## src/rtl/booth_op_scheduler.sv

```systemverilog
// booth_op_scheduler: streaming front end for a sequential Booth multiplier.
// Queues signed operand pairs with a user tag, runs them one at a time over
// the multiplier's level start/done handshake and presents each product in a
// valid/ready output register. Holding start high while the output slot is
// busy keeps the multiplier parked with a stable product.
// Optional build macro BOOTH_SCHED_STATS_EN adds saturating capture and stall
// counters (stat_ops, stat_stall).
module booth_op_scheduler #(
  parameter int DATAWIDTH  = 8,
  parameter int FIFO_DEPTH = 4,
  parameter int TAGW       = 4
) (
  input  logic                   clk,
  input  logic                   rst_overall,
  input  logic                   in_valid,
  output logic                   in_ready,
  input  logic [DATAWIDTH-1:0]   in_a,
  input  logic [DATAWIDTH-1:0]   in_b,
  input  logic [TAGW-1:0]        in_tag,
  output logic                   mul_start,
  output logic [DATAWIDTH-1:0]   mul_a,
  output logic [DATAWIDTH-1:0]   mul_b,
  input  logic [2*DATAWIDTH-1:0] mul_product,
  input  logic                   mul_done,
  output logic                   out_valid,
  input  logic                   out_ready,
  output logic [2*DATAWIDTH-1:0] out_product,
  output logic [TAGW-1:0]        out_tag
`ifdef BOOTH_SCHED_STATS_EN
  ,
  output logic [15:0]            stat_ops,
  output logic [15:0]            stat_stall
`endif
);

  localparam int PTRW = $clog2(FIFO_DEPTH);
  localparam logic [PTRW:0]   CNT_ZERO = {(PTRW+1){1'b0}};
  localparam logic [PTRW:0]   CNT_ONE  = {{PTRW{1'b0}}, 1'b1};
  localparam logic [PTRW:0]   CNT_FULL = FIFO_DEPTH[PTRW:0];
  localparam logic [PTRW-1:0] PTR_ONE  = {{(PTRW-1){1'b0}}, 1'b1};

  typedef enum logic [1:0] {
    ST_IDLE    = 2'd0,
    ST_ISSUE   = 2'd1,
    ST_RELEASE = 2'd2
  } state_t;

  state_t state_r;
  state_t state_s;

  logic [DATAWIDTH-1:0] fifo_a_r   [FIFO_DEPTH];
  logic [DATAWIDTH-1:0] fifo_b_r   [FIFO_DEPTH];
  logic [TAGW-1:0]      fifo_tag_r [FIFO_DEPTH];
  logic [PTRW-1:0]      wr_ptr_r;
  logic [PTRW-1:0]      rd_ptr_r;
  logic [PTRW:0]        count_r;
  logic [PTRW:0]        count_s;
  logic [TAGW-1:0]      tag_r;

  logic push_s;
  logic pop_s;
  logic empty_s;
  logic slot_free_s;
  logic load_s;
  logic capture_s;

  assign empty_s     = (count_r == CNT_ZERO);
  assign slot_free_s = !out_valid || out_ready;

  // Next-state logic: decide when to load the FIFO head and when to capture.
  always_comb begin
    state_s   = state_r;
    load_s    = 1'b0;
    capture_s = 1'b0;
    case (state_r)
      ST_IDLE: begin
        if (!empty_s) begin
          load_s  = 1'b1;
          state_s = ST_ISSUE;
        end else begin
          state_s = ST_IDLE;
        end
      end
      ST_ISSUE: begin
        // Product is only taken when the output slot can hold it; otherwise
        // start stays high and the multiplier waits in its finish state.
        if (mul_done && slot_free_s) begin
          capture_s = 1'b1;
          state_s   = ST_RELEASE;
        end else begin
          state_s = ST_ISSUE;
        end
      end
      ST_RELEASE: begin
        // Start stays low until done drops so the multiplier returns to idle.
        if (!mul_done) begin
          if (!empty_s) begin
            load_s  = 1'b1;
            state_s = ST_ISSUE;
          end else begin
            state_s = ST_IDLE;
          end
        end else begin
          state_s = ST_RELEASE;
        end
      end
      default: begin
        state_s = ST_IDLE;
      end
    endcase
  end

  // FIFO push/pop decode and next occupancy.
  always_comb begin
    push_s  = in_valid && in_ready;
    pop_s   = capture_s;
    count_s = count_r;
    case ({push_s, pop_s})
      2'b10:   count_s = count_r + CNT_ONE;
      2'b01:   count_s = count_r - CNT_ONE;
      default: count_s = count_r;
    endcase
  end

  // State register and operand/tag latch toward the multiplier.
  always_ff @(posedge clk) begin
    if (rst_overall) begin
      state_r   <= ST_IDLE;
      mul_start <= 1'b0;
      mul_a     <= {DATAWIDTH{1'b0}};
      mul_b     <= {DATAWIDTH{1'b0}};
      tag_r     <= {TAGW{1'b0}};
    end else begin
      state_r   <= state_s;
      mul_start <= (state_s == ST_ISSUE);
      if (load_s) begin
        mul_a <= fifo_a_r[rd_ptr_r];
        mul_b <= fifo_b_r[rd_ptr_r];
        tag_r <= fifo_tag_r[rd_ptr_r];
      end
    end
  end

  // Operand FIFO storage, pointers, occupancy and the registered ready flag.
  always_ff @(posedge clk) begin
    if (rst_overall) begin
      wr_ptr_r <= {PTRW{1'b0}};
      rd_ptr_r <= {PTRW{1'b0}};
      count_r  <= CNT_ZERO;
      in_ready <= 1'b1;
      for (int i = 0; i < FIFO_DEPTH; i++) begin
        fifo_a_r[i]   <= {DATAWIDTH{1'b0}};
        fifo_b_r[i]   <= {DATAWIDTH{1'b0}};
        fifo_tag_r[i] <= {TAGW{1'b0}};
      end
    end else begin
      count_r  <= count_s;
      in_ready <= (count_s != CNT_FULL);
      if (push_s) begin
        fifo_a_r[wr_ptr_r]   <= in_a;
        fifo_b_r[wr_ptr_r]   <= in_b;
        fifo_tag_r[wr_ptr_r] <= in_tag;
        wr_ptr_r             <= wr_ptr_r + PTR_ONE;
      end
      if (pop_s) begin
        rd_ptr_r <= rd_ptr_r + PTR_ONE;
      end
    end
  end

  // Result register with valid/ready; a capture wins over a same-cycle drain.
  always_ff @(posedge clk) begin
    if (rst_overall) begin
      out_valid   <= 1'b0;
      out_product <= {(2*DATAWIDTH){1'b0}};
      out_tag     <= {TAGW{1'b0}};
    end else begin
      if (capture_s) begin
        out_valid   <= 1'b1;
        out_product <= mul_product;
        out_tag     <= tag_r;
      end else if (out_valid && out_ready) begin
        out_valid <= 1'b0;
      end
    end
  end

`ifdef BOOTH_SCHED_STATS_EN
  // Saturating counters for completed operations and backpressure stalls.
  always_ff @(posedge clk) begin
    if (rst_overall) begin
      stat_ops   <= 16'h0000;
      stat_stall <= 16'h0000;
    end else begin
      if (capture_s && (stat_ops != 16'hFFFF)) begin
        stat_ops <= stat_ops + 16'h0001;
      end
      if ((state_r == ST_ISSUE) && mul_done && !slot_free_s && (stat_stall != 16'hFFFF)) begin
        stat_stall <= stat_stall + 16'h0001;
      end
    end
  end
`endif

endmodule

```

## config.mk

```make
export PLATFORM = sky130hd
export DESIGN_NAME = booth_op_scheduler
export DESIGN_NICKNAME = d
export VERILOG_FILES = /design/src/rtl/booth_op_scheduler.sv
export SDC_FILE = /design/constraint.sdc
export NUM_CORES = 1
export LEC_CHECK = 0
export BUFFER_PORTS_ARGS = -buffer_cell sky130_fd_sc_hd__buf_2
export CORE_MARGIN = 4
export CORE_UTILIZATION = 45
export DETAILED_ROUTE_END_ITERATION = 8
export HOLD_SLACK_MARGIN = 0.12
export PLACE_DENSITY = 0.65
export SYNTH_ARGS = -nofsm -noshare
export SYNTH_HDL_FRONTEND = slang
export SYNTH_SLANG_ARGS = --single-unit
```

## constraint.sdc

```tcl
create_clock -name clk -period 2.8 [get_ports clk]
set_input_delay 0.42 -clock clk [delete_from_list [all_inputs] [get_ports clk]]
set_output_delay 0.42 -clock clk [all_outputs]
set_load 0.01 [all_outputs]
```

# --- Yosys cells after proc, flatten, opt, wreduce, memory -nomap -nowiden ---
# Memory sizes are Yosys's and may differ from the RTL's. A register that Yosys moved wholly into a read port is not among the register bits.
# Index checks and enable logic that the tools add are counted.
word_totals:
  input_bits: 41
  elab_cells: 59
  out_inout_bits: 39
  ff_bits: 32
  mem_bits_rw: 80
  mem_count: 3
op_classes:
  muxes: 26
  addsub: 4
  n_eq_ne: 6
  n_reduce_logical: 11
memory_table:
  columns: ["name", "words", "width", "rd", "rd_ports_with_merged_regs", "write_ports", "line_no", "source"]
  rows:
  - ["fifo_a_r", 4, 8, 1, 1, 4, "51", "logic [DATAWIDTH-1:0] fifo_a_r [FIFO_DEPTH];"]
  - ["fifo_b_r", 4, 8, 1, 1, 4, "52", "logic [DATAWIDTH-1:0] fifo_b_r [FIFO_DEPTH];"]
  - ["fifo_tag_r", 4, 4, 1, 1, 4, "53", "logic [TAGW-1:0] fifo_tag_r [FIFO_DEPTH];"]
op_table:
  columns: ["operator", "count"]
  rows:
  - ["$mux W8", 2]
  - ["$reduce_or A8 Y1", 2]
  - ["$mux W1", 15]
  - ["$mux W2", 5]
  - ["$eq A2 B1 Y1 const B", 3]
  - ["$pmux W2 S3", 1]
  - ["$pmux W3 S2", 1]
  - ["$add A2 B1 Y2 const B", 2]
  - ["$eq A2 B2 Y1 const B", 2]
  - ["$mux W4", 1]
  - ["$reduce_or A4 Y1", 1]
  - ["$add A3 B1 Y3 const B", 1]
  - ["$logic_and A1 B1 Y1", 3]
  - ["$logic_not A3 Y1", 1]
  - ["$ne A3 B3 Y1 const B", 1]
  - ["$sub A3 B1 Y3 const B", 1]
  - ["$logic_not A2 Y1", 1]
  - ["$pmux W1 S2", 1]
  - ["$reduce_bool A2 Y1", 1]
  - ["$logic_not A1 Y1", 1]
  - ["$logic_or A1 B1 Y1", 1]

# --- Depth between registers and ports, before layout ---
# Gate-level depths: netlist (run 1).
logic_depth:
  word_depth: 8
  depth_mapped: 9

# --- Worst setup path after synthesis (run 1) ---
# Ideal clock, no wire load.
synth_path:
  path_kind: "register -> register"
  from: "reg state_r[0]"
  to: "reg in_ready"
  stages_incl_launch_ff: 10
  t_arrival_ns: 2.129
  n_path_buf: 0
  synth_period_minus_slack_ns: 2.248
  slack_ns: 0.552
  setup_ns: 0.120
  cell_sequence: "dfxtp_1 > nor2b_1 > nand3_1 > inv_1 > ha_1 > inv_1 > fa_1 > xor2_1 > or3_1 > a211o_1"
synth_via:
  elab_chain_len: 5
  word_cells_on_any_way: 6
synth_rtl:
  columns: ["item", "line_no", "source"]
  rows:
  - ["start, declared", "48", "state_t state_r;"]
  - ["start signal, assigned", "134", "state_r <= state_s;"]
  - ["$eq A2 B1 Y1 (*)", "75", "case (state_r)"]
  - ["$mux W1 (*)", "75", null]
  - ["via capture_s", "65", "logic capture_s;"]
  - ["$eq A2 B1 Y1 or $eq A2 B2 Y1 (tied branches)", "118", "case ({push_s, pop_s})"]
  - ["$pmux W3 S2 (*)", "118", null]
  - ["$ne A3 B3 Y1 (*)", "158", "in_ready <= (count_s != CNT_FULL);"]
  - ["end signal, assigned", "158", null]
  - ["end, declared", "16", "output logic in_ready,"]
# The timed path passes the listed nets; every way through them passes the cells marked *.
# A chain may end at the register's enable or synchronous reset.

# --- Worst setup path after layout (run 1) ---
# Same ends and word-level chain as after synthesis.

==> impl_results.md, run 1 <==
* Status: finished clean
* Number of hold buffers added after cts at 0
* Met1 usage at 23.0%
* Yosys top cell area share at 42.6%
* Vias at 3793
* Clock Path Buffers at 2
* Post-synthesis cell area at 0.00564 mm^2
* Vias in the first global route at 3819
* Critical Path RT at 3.09 ns
* Port bufs at 79
* Tot Pwr at 0.00560 W
* Post-synth EDFFs at 80
* Unrepaired setup endpoints after global routing: false
* Total clock sinks at 132
* R2r endpoint: in_ready$_SDFF_PP1_
* Worst setup EP type: flip-flop
* Die Ht at 120 um
* Syn Area/Cell at 12.6 um^2
* CTS tree: done
* Initial Utilization at 46.5%
* Gr ovfl total at 0
* Seq/Total Area, Yosys at 61.1%
* Leading area contributor after synthesis: edfxtp_1
* Max Slew Vio Count at 0
* Synth-to-Final Area Change at 19.9%
* CP endpoint: in_ready$_SDFF_PP1_
* RePlAce Congestion at 0.733
* Clock Skews at 0.00628 ns
* Area contributors post-synth: edfxtp_1, dfxtp_1, and2_1
* Synth top cells by count: and2_1, edfxtp_1, dfxtp_1
* Clock slew at reported path FFs at 0.05 ns
* Final setup fails at 0
* GRT Util Overall at 18.0%
* Core ar. at 0.0121 mm^2
* Async S/R FF share, synth at 0%
* Largest net degree at the start of global routing at 42
* Worst hold path depth at 3
* Htree depth at 4
* CP Cell Sequence: nor2b_1 > nand3_1 > inv_1 > ha_1 > inv_1 > fa_1 > xor2_1 > or3_1 > a211o_1
* Ys flop type: edfxtp_1
* Cells on worst reg2reg path at 9
* Syn Nets at 491
* Detailed-route wire length at 12300 um
* GR peak layer: met2
* Wire per inst at 17.5 um
* Cell row count at 40
* Crit-path slowest cell: dfxtp_1
* Most used cell, CP: inv_1
* CTS-repair resized insts at 0
* Worst slew pin tran at 0.886 ns
* Post-DP HPWL at 7640 um
* Post-DRT Antenna Nets at 0
* Drt initial violations at 231
* Critical Path Max Stage Delay at 0.44 ns
* Total stage count of the critical path at 9
* Synth unique cells at 38
* Met3 Resource Use GR at 4.95%
* Register-to-register setup slack at 0.38 ns
* Nets at 565
* # DRC at 0
* First-pass GRT wire length at 20100 um
* Clock Tree Root: clkbuf_16
* Postcts setup bufs at 0
* Vias per std cell at 5.40
* #FFs+latches synth at 132
* LEAKAGE at 2.60 nW
* Crit-path max FO at 8
* Max cap viols at 0
* Crit path from: state_r[0]$_SDFF_PP0_
* Synth warn at 0
* Fillers at 1062
* Buf+Inv Stages, Crit Path at 2
* CTS Buf Count at 17
* Worst r2r src: state_r[0]$_SDFF_PP0_
* Hold/Removal Path Class: in2reg
* Antenna violations before repair at 0
* Final hold vios at 0
* Worst path top cell family by delay: simple AND/OR/NAND/NOR gates
* Skew-Pair Late Insertion Delay at 0.41 ns
* Number of diodes at 0
* Hold Startpoint: mul_product[8]
* Period utilization at 86.4%
* Minimum clock period at 2.42 ns
* Die span in x at 120 um
* Slew HR at 40.9%
* CP Data Arrival Time at 2.71 ns
* Placed cell area at 0.00619 mm^2
* Kind of critical path: reg2reg
* Crit path launch type: flip-flop
* TNS Setup at 0 ns
* Ratio of cells with drive above 1 in the final layout at 28.0%
* Maximum clock rate at 413 MHz
* Fin area at 0.00676 mm^2
* DIE AREA at 0.0144 mm^2
* Mapped Cells at 448
* GRT met2 Usage at 30.5%
* PwrDens at 828 mW/mm^2
* VDD IR-drop max at 0.458 mV
* Ports at 80
* Pre-antenna DRT Iters at 4
sequential cells by signal (all words and copies together), names as in the netlist:
register / count
fifo_a_r: 32
fifo_b_r: 32
fifo_tag_r: 16
out_product: 16
mul_a: 8
mul_b: 8
out_tag: 4
tag_r: 4
count_r: 3
rd_ptr_r: 2
state_r: 2
wr_ptr_r: 2
in_ready: 1
mul_start: 1
out_valid: 1
worst min-delay path: stages:
cell	delay (ns)
buf_2	0.09
nand4_1	0.05
a21oi_1	0.05
worst min-delay path by stage:
stage / endpoint / slack (ns)
after global placement: out_product[11]$_SDFFE_PP0P_ / 0.45
after CTS: out_product[8]$_SDFFE_PP0P_ / 0.25
after floorplan: out_tag[0]$_SDFFE_PP0P_ / 0.44
final: out_product[8]$_SDFFE_PP0P_ / 0.27
after global routing: out_product[7]$_SDFFE_PP0P_ / 0.27
after detailed placement: out_product[3]$_SDFFE_PP0P_ / 0.46
power by group:
part,switching (W),leakage [nW],internal (W)
logic,0.000667,1.07,0.000409
clock network,0.000768,0.282,0.00134
registers,0.000107,1.26,0.00230
total,0.00154,2.60,0.00405
layout by cell type, fill, tap and decap left out, types with 2 or more instances in the layout:
| cell type | synthesis | routed |
|---|---|---|
| o21bai_2 | 0 | 2 |
| buf_4 | 0 | 16 |
| nand4_1 | 21 | 21 |
| and2_1 | 80 | 80 |
| nor2_1 | 4 | 4 |
| a21oi_1 | 44 | 44 |
| edfxtp_1 | 80 | 80 |
| o31ai_1 | 21 | 21 |
| nand2b_1 | 3 | 3 |
| clkinvlp_4 | 0 | 2 |
| mux4_2 | 20 | 20 |
| clkbuf_1 | 26 | 2 |
| xor2_1 | 4 | 4 |
| clkinv_2 | 0 | 7 |
| clkbuf_16 | 0 | 17 |
| a221oi_1 | 2 | 2 |
| bufinv_16 | 0 | 2 |
| and3b_1 | 2 | 2 |
| inv_1 | 5 | 5 |
| nand2_1 | 2 | 2 |
| o21ai_0 | 21 | 21 |
| dfxtp_1 | 52 | 52 |
| nand3_1 | 22 | 22 |
| or3_1 | 2 | 2 |
| buf_2 | 9 | 79 |
| nor3_1 | 3 | 3 |
| clkbuf_8 | 0 | 2 |
| nor2b_1 | 5 | 5 |
cells by family (layout without fill, tap and decap cells):
kind of cell / count (synthesis) / count (layout) / synth area share [%]
AOI/OAI and AO/OA: 95 / 95 / 9.86
xor gates and xnor gates: 4 / 4 / 0.622
adders and majority gates: 2 / 2 / 0.577
buffers and inverters: 45 / 132 / 3.66
DFF: 132 / 132 / 61.1
muxes: 22 / 22 / 8.37
and+or+nand+nor: 148 / 148 / 15.8
through the flow:
| step | hold slack, ns | cells | util (%) | worst slack (ns) |
|---|---|---|---|---|
| 2_1_floorplan | 0.443 | 448 | - | 0.552 |
| 3_3_place_gp | 0.451 | 671 | 51.1 | 0.488 |
| 3_5_place_dp | 0.461 | 671 | 51.1 | 0.398 |
| 4_1_cts | 0.252 | 703 | 55.8 | 0.389 |
| 5_1_grt | 0.266 | 703 | 55.8 | 0.129 |
| 6_report | 0.267 | 703 | 55.8 | 0.381 |
area by class of cell:
| class | count | area [um^2] | area share [%] |
|---|---|---|---|
| Sequential cell | 132 | 3440 | 51.0 |
| Multi-Input combinational cell | 271 | 2000 | 29.6 |
| Timing Repair Buffer | 95 | 515 | 7.63 |
| Clock buffer | 21 | 460 | 6.81 |
| Tap cell | 168 | 210 | 3.11 |
| Clock inverter | 11 | 110 | 1.63 |
| Inverter | 5 | 18.8 | 0.278 |
metal layers:
metal  vias up  wire, um
met5         -         0
met3         7       660
met4         0        63
met1      1872      5450
li1       1817         -
met2        97      6100
No activity file was read; power rests on OpenSTA's default activity.
==> run 2, diff against run 1 <==
- ABC_CLOCK_PERIOD_IN_PS: default -> 2600
- CORE_MARGIN: 4 -> 2
- clock period: 2.8 -> 2.6 ns (I/O delays scaled with it)
==> run 2 against run 1 <==
Compared with the run above: maximum frequency fell by 1.4%; register-to-register slack got worse by 0.23 ns; die area fell by 6.6%; combinational power rose by 9%; critical path depth did not move; non-clock buffer count rose by 3; clock-buffer cell count fell by 4; flip-flop and latch count did not move; clock skew rose by 0.00083 ns; worst hold slack got worse by 0.041 ns; core utilization rose by 0.67 points; power rose by 13%; critical endpoint unchanged; highest routed layer unchanged.
==> impl_results.md, run 2 (synthesis results as in run 1) <==
* Total clock sinks at 132 (unchanged)
* Most frequent cells in the layout: and2_1, edfxtp_1, buf_2, dfxtp_1, a21oi_1
* Die span in x at 116 um (-3.3%)
* Detailed-route wire length at 12300 um (+0.45%)
* Ratio of cells with drive above 1 in the final layout at 28.3% (+0.22 points)
* Cells on worst reg2reg path at 9 (unchanged)
* Number of hold buffers added after cts at 0 (unchanged)
* Top flop regs: fifo_a_r x32, fifo_b_r x32
* Core ar. at 0.0121 mm^2 (unchanged)
* Period utilization at 94.4% (+8.0 points)
* Post-DRT Antenna Nets at 0 (unchanged)
* Wire per inst at 17.5 um (about the same)
* Unrepaired setup endpoints after global routing: false
* Number of diodes at 0 (unchanged)
* Htree depth at 4 (unchanged)
* Hold/Removal Path Class: in2reg
* Placed cell area at 0.00620 mm^2 (+0.24%)
* Critical Path RT at 2.90 ns (-0.19 ns)
* Maximum clock rate at 408 MHz (-1.4%)
* Die Ht at 116 um (-3.3%)
* Pre-antenna DRT Iters at 5 (+1)
* Worst setup EP type: flip-flop
* Postcts setup bufs at 0 (unchanged)
* Critical Path Max Stage Delay at 0.44 ns (about the same)
* LEAKAGE at 2.64 nW (+1.4%)
* Clock Path Buffers at 2 (unchanged)
* Drt initial violations at 225 (-2.6%)
* Final setup fails at 0 (unchanged)
* Clock Tree Root: clkbuf_16
* VDD IR-drop max at 0.565 mV (+23%)
* Crit-path slowest cell: dfxtp_1
* Max Slew Vio Count at 0 (unchanged)
* CTS Buf Count at 17 (unchanged)
* Synth-to-Final Area Change at 21.4%
* First-pass GRT wire length at 19600 um (-2.4%)
* Clock Skews at 0.00711 ns (+0.000829 ns)
* # DRC at 0 (unchanged)
* Gr ovfl total at 0 (unchanged)
* CTS-repair resized insts at 0 (unchanged)
* Final hold vios at 0 (unchanged)
* Crit path from: state_r[0]$_SDFF_PP0_
* Vias in the first global route at 3902 (+2.2%)
* Buf+Inv Stages, Crit Path at 2 (unchanged)
* Initial Utilization at 46.5% (unchanged)
* CTS tree: done
* PwrDens at 927 mW/mm^2 (+12%)
* Clock slew at reported path FFs at 0.06 ns (about the same)
* Post-DP HPWL at 7630 um (about the same)
* Status: finished clean
* TNS Setup at 0 ns (unchanged)
* Vias per std cell at 5.45 (+1.0%)
* GRT Util Overall at 19.6% (+1.6 points)
* Antenna violations before repair at 0 (unchanged)
* Crit-path max FO at 8 (unchanged)
* Worst path top cell family by delay: simple AND/OR/NAND/NOR gates
* Total stage count of the critical path at 9 (unchanged)
* CP Cell Sequence: nor2b_1 > nand3_1 > inv_1 > ha_1 > inv_1 > fa_1 > xor2_1 > or3_1 > a211o_1
* Max cap viols at 0 (unchanged)
* Minimum clock period at 2.45 ns (+0.0349 ns)
* Fin area at 0.00684 mm^2 (+1.2%)
* Largest net degree at the start of global routing at 59 (+40%)
* Nets at 568 (+0.53%)
* Worst slew pin tran at 0.751 ns (-0.135 ns)
* Ports at 80 (unchanged)
* Most used cell, CP: inv_1
* RePlAce Congestion at 0.744 (+1.5%)
* Vias at 3849 (+1.5%)
* Skew-Pair Late Insertion Delay at 0.42 ns (about the same)
* Worst r2r src: state_r[0]$_SDFF_PP0_
* Kind of critical path: reg2reg
* Slew HR at 49.9% (+8.9 points)
* Hold Startpoint: mul_product[5]
* CP Data Arrival Time at 2.75 ns (+0.04 ns)
* Worst hold path depth at 3 (unchanged)
* Port bufs at 79 (unchanged)
* Crit path launch type: flip-flop
* Cell row count at 40 (unchanged)
* DIE AREA at 0.0134 mm^2 (-6.6%)
[run 2: cell types whose count changed in the layout (fill, tap and decap cells not counted)]
| cell | previous run | this run |
|---|---|---|
| clkbuf_1 | 2 | 0 |
| o21bai_1 | 0 | 2 |
| clkinv_2 | 7 | 5 |
| clkinv_1 | 0 | 1 |
| inv_6 | 0 | 1 |
| clkbuf_8 | 2 | 0 |
| buf_4 | 16 | 19 |
| clkinv_4 | 0 | 1 |
| o21bai_2 | 2 | 0 |
| bufinv_16 | 2 | 5 |
[run 2: routing by layer]
layer  global-route usage [%]  wire length, um
met1                     23.7             5310
met5                        0                0
met4                     6.67              161
met3                     5.54              598
met2                     34.0             6270
[run 2: worst paths after layout]
kind | end | slack [ns]
max | in_ready$_SDFF_PP1_ | 0.15
min | out_product[5]$_SDFFE_PP0P_ | 0.23
max reg2reg | in_ready$_SDFF_PP1_ | 0.15
min reg2reg | out_tag[1]$_SDFFE_PP0P_ | 0.46
[run 2: layout make-up]
type / instances / area (um^2)
flip-flops and latches: 132 / 3440
fillers: 1042 / 5270
inverters: 5 / 18.8
repair buffers: 98 / 538
clock buffers: 17 / 425
clock inverters: 15 / 211
well taps: 168 / 210
multi-input cells: 271 / 1990
[run 2: tightest hold or removal path: cells and delay by family]
family                 cells  cell delay (ns)
and+or+nand+nor            1             0.06
buffers and inverters      1             0.10
AOI/OAI and AO/OA          1             0.05
[run 2: power breakdown]
group,switching (W),internal (W)
sequential,0.000115,0.00248
combinational,0.000727,0.000450
clock,0.000880,0.00169
[run 2: per-stage QoR]
stage | hold WS (ns) | instances | total power [W] | utilization, % | setup slack (ns)
after floorplan | 0.443 | 448 | 0.00344 | - | 0.352
after global placement | 0.450 | 674 | 0.00377 | 51.2 | 0.297
after detailed placement | 0.457 | 674 | 0.00382 | 51.2 | 0.193
after CTS | 0.213 | 706 | 0.00638 | 56.5 | 0.179
after global routing | 0.220 | 706 | 0.00663 | 56.5 | 0.0175
final | 0.226 | 706 | 0.00634 | 56.5 | 0.146
==> run 3, diff against run 2 <==
- CORE_UTILIZATION: 45 -> 40
- PLACE_DENSITY: 0.65 -> default
==> run 3 against run 2 <==
Compared with the run above: routed wire length fell by 0.90%; die area grew 12%; maximum frequency grew 1.3%; sequential power hardly changed; combinational power is essentially flat; cell area is 2.1% lower; critical path depth stayed put; worst hold slack gained 0.016 ns; clock power is 23% lower; global-route usage is 2.2 points lower; critical endpoint unchanged.
==> impl_results.md, run 3 (synthesis results as in run 1) <==
* Status: finished clean
* CP Cell Sequence: nor2b_1 > nand3_1 > inv_1 > ha_1 > inv_1 > fa_1 > xor2_1 > or3_1 > a211o_1
* LEAKAGE at 2.56 nW (-3.0%)
* Fillers at 1236 (+19%)
* Pre-antenna DRT Iters at 5 (unchanged)
* Clock Tree Root: clkbuf_16
* Largest net degree at the start of global routing at 42 (-29%)
* Drt initial violations at 240 (+6.7%)
* Crit-path max FO at 8 (unchanged)
* # DRC at 0 (unchanged)
* Logic pwr share at 20.3% (+1.7 points)
* Clock slew at reported path FFs at 0.05 ns (about the same)
* Synth-to-Final Area Change at 18.8%
* TNS Setup at 0 ns (unchanged)
* CTS-repair resized insts at 0 (unchanged)
* Fin area at 0.00670 mm^2 (-2.1%)
* RePlAce Congestion at 0.708 (-4.8%)
* Most used cell, CP: inv_1
* Top flop regs: fifo_a_r x32, fifo_b_r x32
* Postcts setup bufs at 0 (unchanged)
* Setup WS post-layout at 0.177 ns (+0.0310 ns)
* Post-DP HPWL at 7600 um (-0.40%)
* Wire per inst at 17.1 um (-2.3%)
* Slew HR at 40.6% (-9.3 points)
* PwrDens at 857 mW/mm^2 (-7.5%)
* Number of diodes at 0 (unchanged)
* Vias at 3769 (-2.1%)
* Htree depth at 4 (unchanged)
* Hold/Removal Path Class: in2reg
* CP Data Arrival Time at 2.71 ns (-0.04 ns)
* Placed cell area at 0.00621 mm^2 (+0.12%)
* Core ar. at 0.0138 mm^2 (+14%)
* Clock Skews at 0.00818 ns (+0.00107 ns)
* Most frequent cells in the layout: and2_1, edfxtp_1, buf_2, dfxtp_1, a21oi_1
* Sw power at 0.00163 W (-5.5%)
* Cell-internal power at 0.00412 W (-11%)
* Unrepaired setup endpoints after global routing: false
* Gr ovfl total at 0 (unchanged)
* Reg area at 0.00344 mm^2 (unchanged)
* Dpl ws at 0.193 ns (+0.000433 ns)
* Vias in the first global route at 3773 (-3.3%)
* Kind of critical path: reg2reg
* CTS Buf Count at 17 (unchanged)
* Total clock sinks at 132 (unchanged)
* Die Ht at 123 um (+5.9%)
* Final setup fails at 0 (unchanged)
* Cell row count at 43 (+7.5%)
* Port bufs at 79 (unchanged)
* DIE AREA at 0.0151 mm^2 (+12%)
* Ratio of cells with drive above 1 in the final layout at 26.5% (-1.8 points)
* Ports at 80 (unchanged)
* Critical Path RT at 2.89 ns (about the same)
* Worst slew pin tran at 0.891 ns (+0.140 ns)
* Die span in x at 123 um (+5.9%)
* Critical Path Max Stage Delay at 0.44 ns (about the same)
* Skew-Pair Late Insertion Delay at 0.40 ns (-0.02 ns)
* First-pass GRT wire length at 19700 um (+0.77%)
* VDD IR-drop max at 0.448 mV (-21%)
* Buf+Inv Stages, Crit Path at 2 (unchanged)
* Sw Share at 28.3% (+1.2 points)
* Number of hold buffers added after cts at 0 (unchanged)
* Max Slew Vio Count at 0 (unchanged)
* Minimum clock period at 2.42 ns (-0.0310 ns)
* Maximum clock rate at 413 MHz (+1.3%)
* Post-DRT Antenna Nets at 0 (unchanged)
* Initial Utilization at 40.8% (-5.8 points)
* Tot Pwr at 0.00574 W (-9.4%)
* Period utilization at 93.2% (-1.2 points)
* Nets at 567 (-0.18%)
* Worst setup EP type: flip-flop
* Final hold vios at 0 (unchanged)
* Detailed-route wire length at 12200 um (-0.90%)
* Antenna violations before repair at 1 (+1)
* CTS tree: done
* Vias per std cell at 5.26 (-3.4%)
* Crit-path slowest cell: dfxtp_1
* Max cap viols at 0 (unchanged)
* Area of the multi-input gates at 0.00199 mm^2 (unchanged)
* Clock Path Buffers at 2 (unchanged)
* GRT Util Overall at 17.4% (-2.2 points)
* Crit path launch type: flip-flop
* Clock power share at 34.6% (-6.0 points)
* Flop pwr share at 45.1% (+4.2 points)
* Worst path top cell family by delay: simple AND/OR/NAND/NOR gates
-- run 3: changes by cell type in the layout (fill, tap and decap cells not counted) --
cell and change:
buf_4 -1, clkinv_2 -1, clkbuf_1 +7, clkinv_4 -1
clkinv_1 +1, bufinv_16 -5, inv_6 -1, clkinvlp_4 -1
-- run 3: path summary, 6_finish.rpt --
check | from | endpoint | slack, ns | cells after the start
setup / recovery | state_r[0]$_SDFF_PP0_ | in_ready$_SDFF_PP1_ | 0.18 | 9
hold / removal | mul_product[0] | out_product[0]$_SDFFE_PP0P_ | 0.24 | 3
setup reg to reg | state_r[0]$_SDFF_PP0_ | in_ready$_SDFF_PP1_ | 0.18 | 9
hold reg to reg | out_product[6]$_SDFFE_PP0P_ | out_product[6]$_SDFFE_PP0P_ | 0.47 | 2
-- run 3: stage by stage --
stage	hold slack (ns)	utilization, %	cells
3_5_place_dp	0.458	44.9	685
2_1_floorplan	0.443	-	448
6_report	0.242	48.4	716
3_3_place_gp	0.451	44.9	685
5_1_grt	0.230	48.4	716
4_1_cts	0.224	48.4	716
-- run 3: cell type report --
cell class / instances / share of cell area (%)
timing repair buffer: 97 / 7.92
clock buffer: 24 / 6.75
clock inverter: 7 / 0.523
sequential: 132 / 51.4
multi-input combinational: 271 / 29.7
inverter: 5 / 0.280
tap: 180 / 3.36
-- run 3: layer usage --
| layer | routed length, um | share of wire, % | GRT usage (%) | vias to the layer above |
|---|---|---|---|---|
| met5 | 13 | 0.11 | 0 | - |
| met4 | 49 | 0.40 | 5.53 | 2 |
| met3 | 673 | 5.5 | 4.93 | 6 |
| met2 | 6060 | 50 | 27.8 | 97 |
| met1 | 5420 | 44 | 23.0 | 1838 |
| li1 | - | - | - | 1826 |
-- run 3: power by group through the flow --
stage	Sequential [W]	Clock, W	Combinational [W]
final	0.00259	0.00199	0.00117
after global routing	0.00262	0.00213	0.00131
after global placement	0.00262	0	0.00116
after detailed placement	0.00263	0	0.00118
after CTS	0.00259	0.00204	0.00118
after floorplan	0.00266	0	0.000777
-- run 3: worst reg2reg max path, cell delays in order, from the launching register on --
cell	delay, ns
dfxtp_1	0.44
nor2b_1	0.20
nand3_1	0.15
inv_1	0.10
ha_1	0.18
inv_1	0.06
fa_1	0.38
xor2_1	0.15
or3_1	0.34
a211o_1	0.31
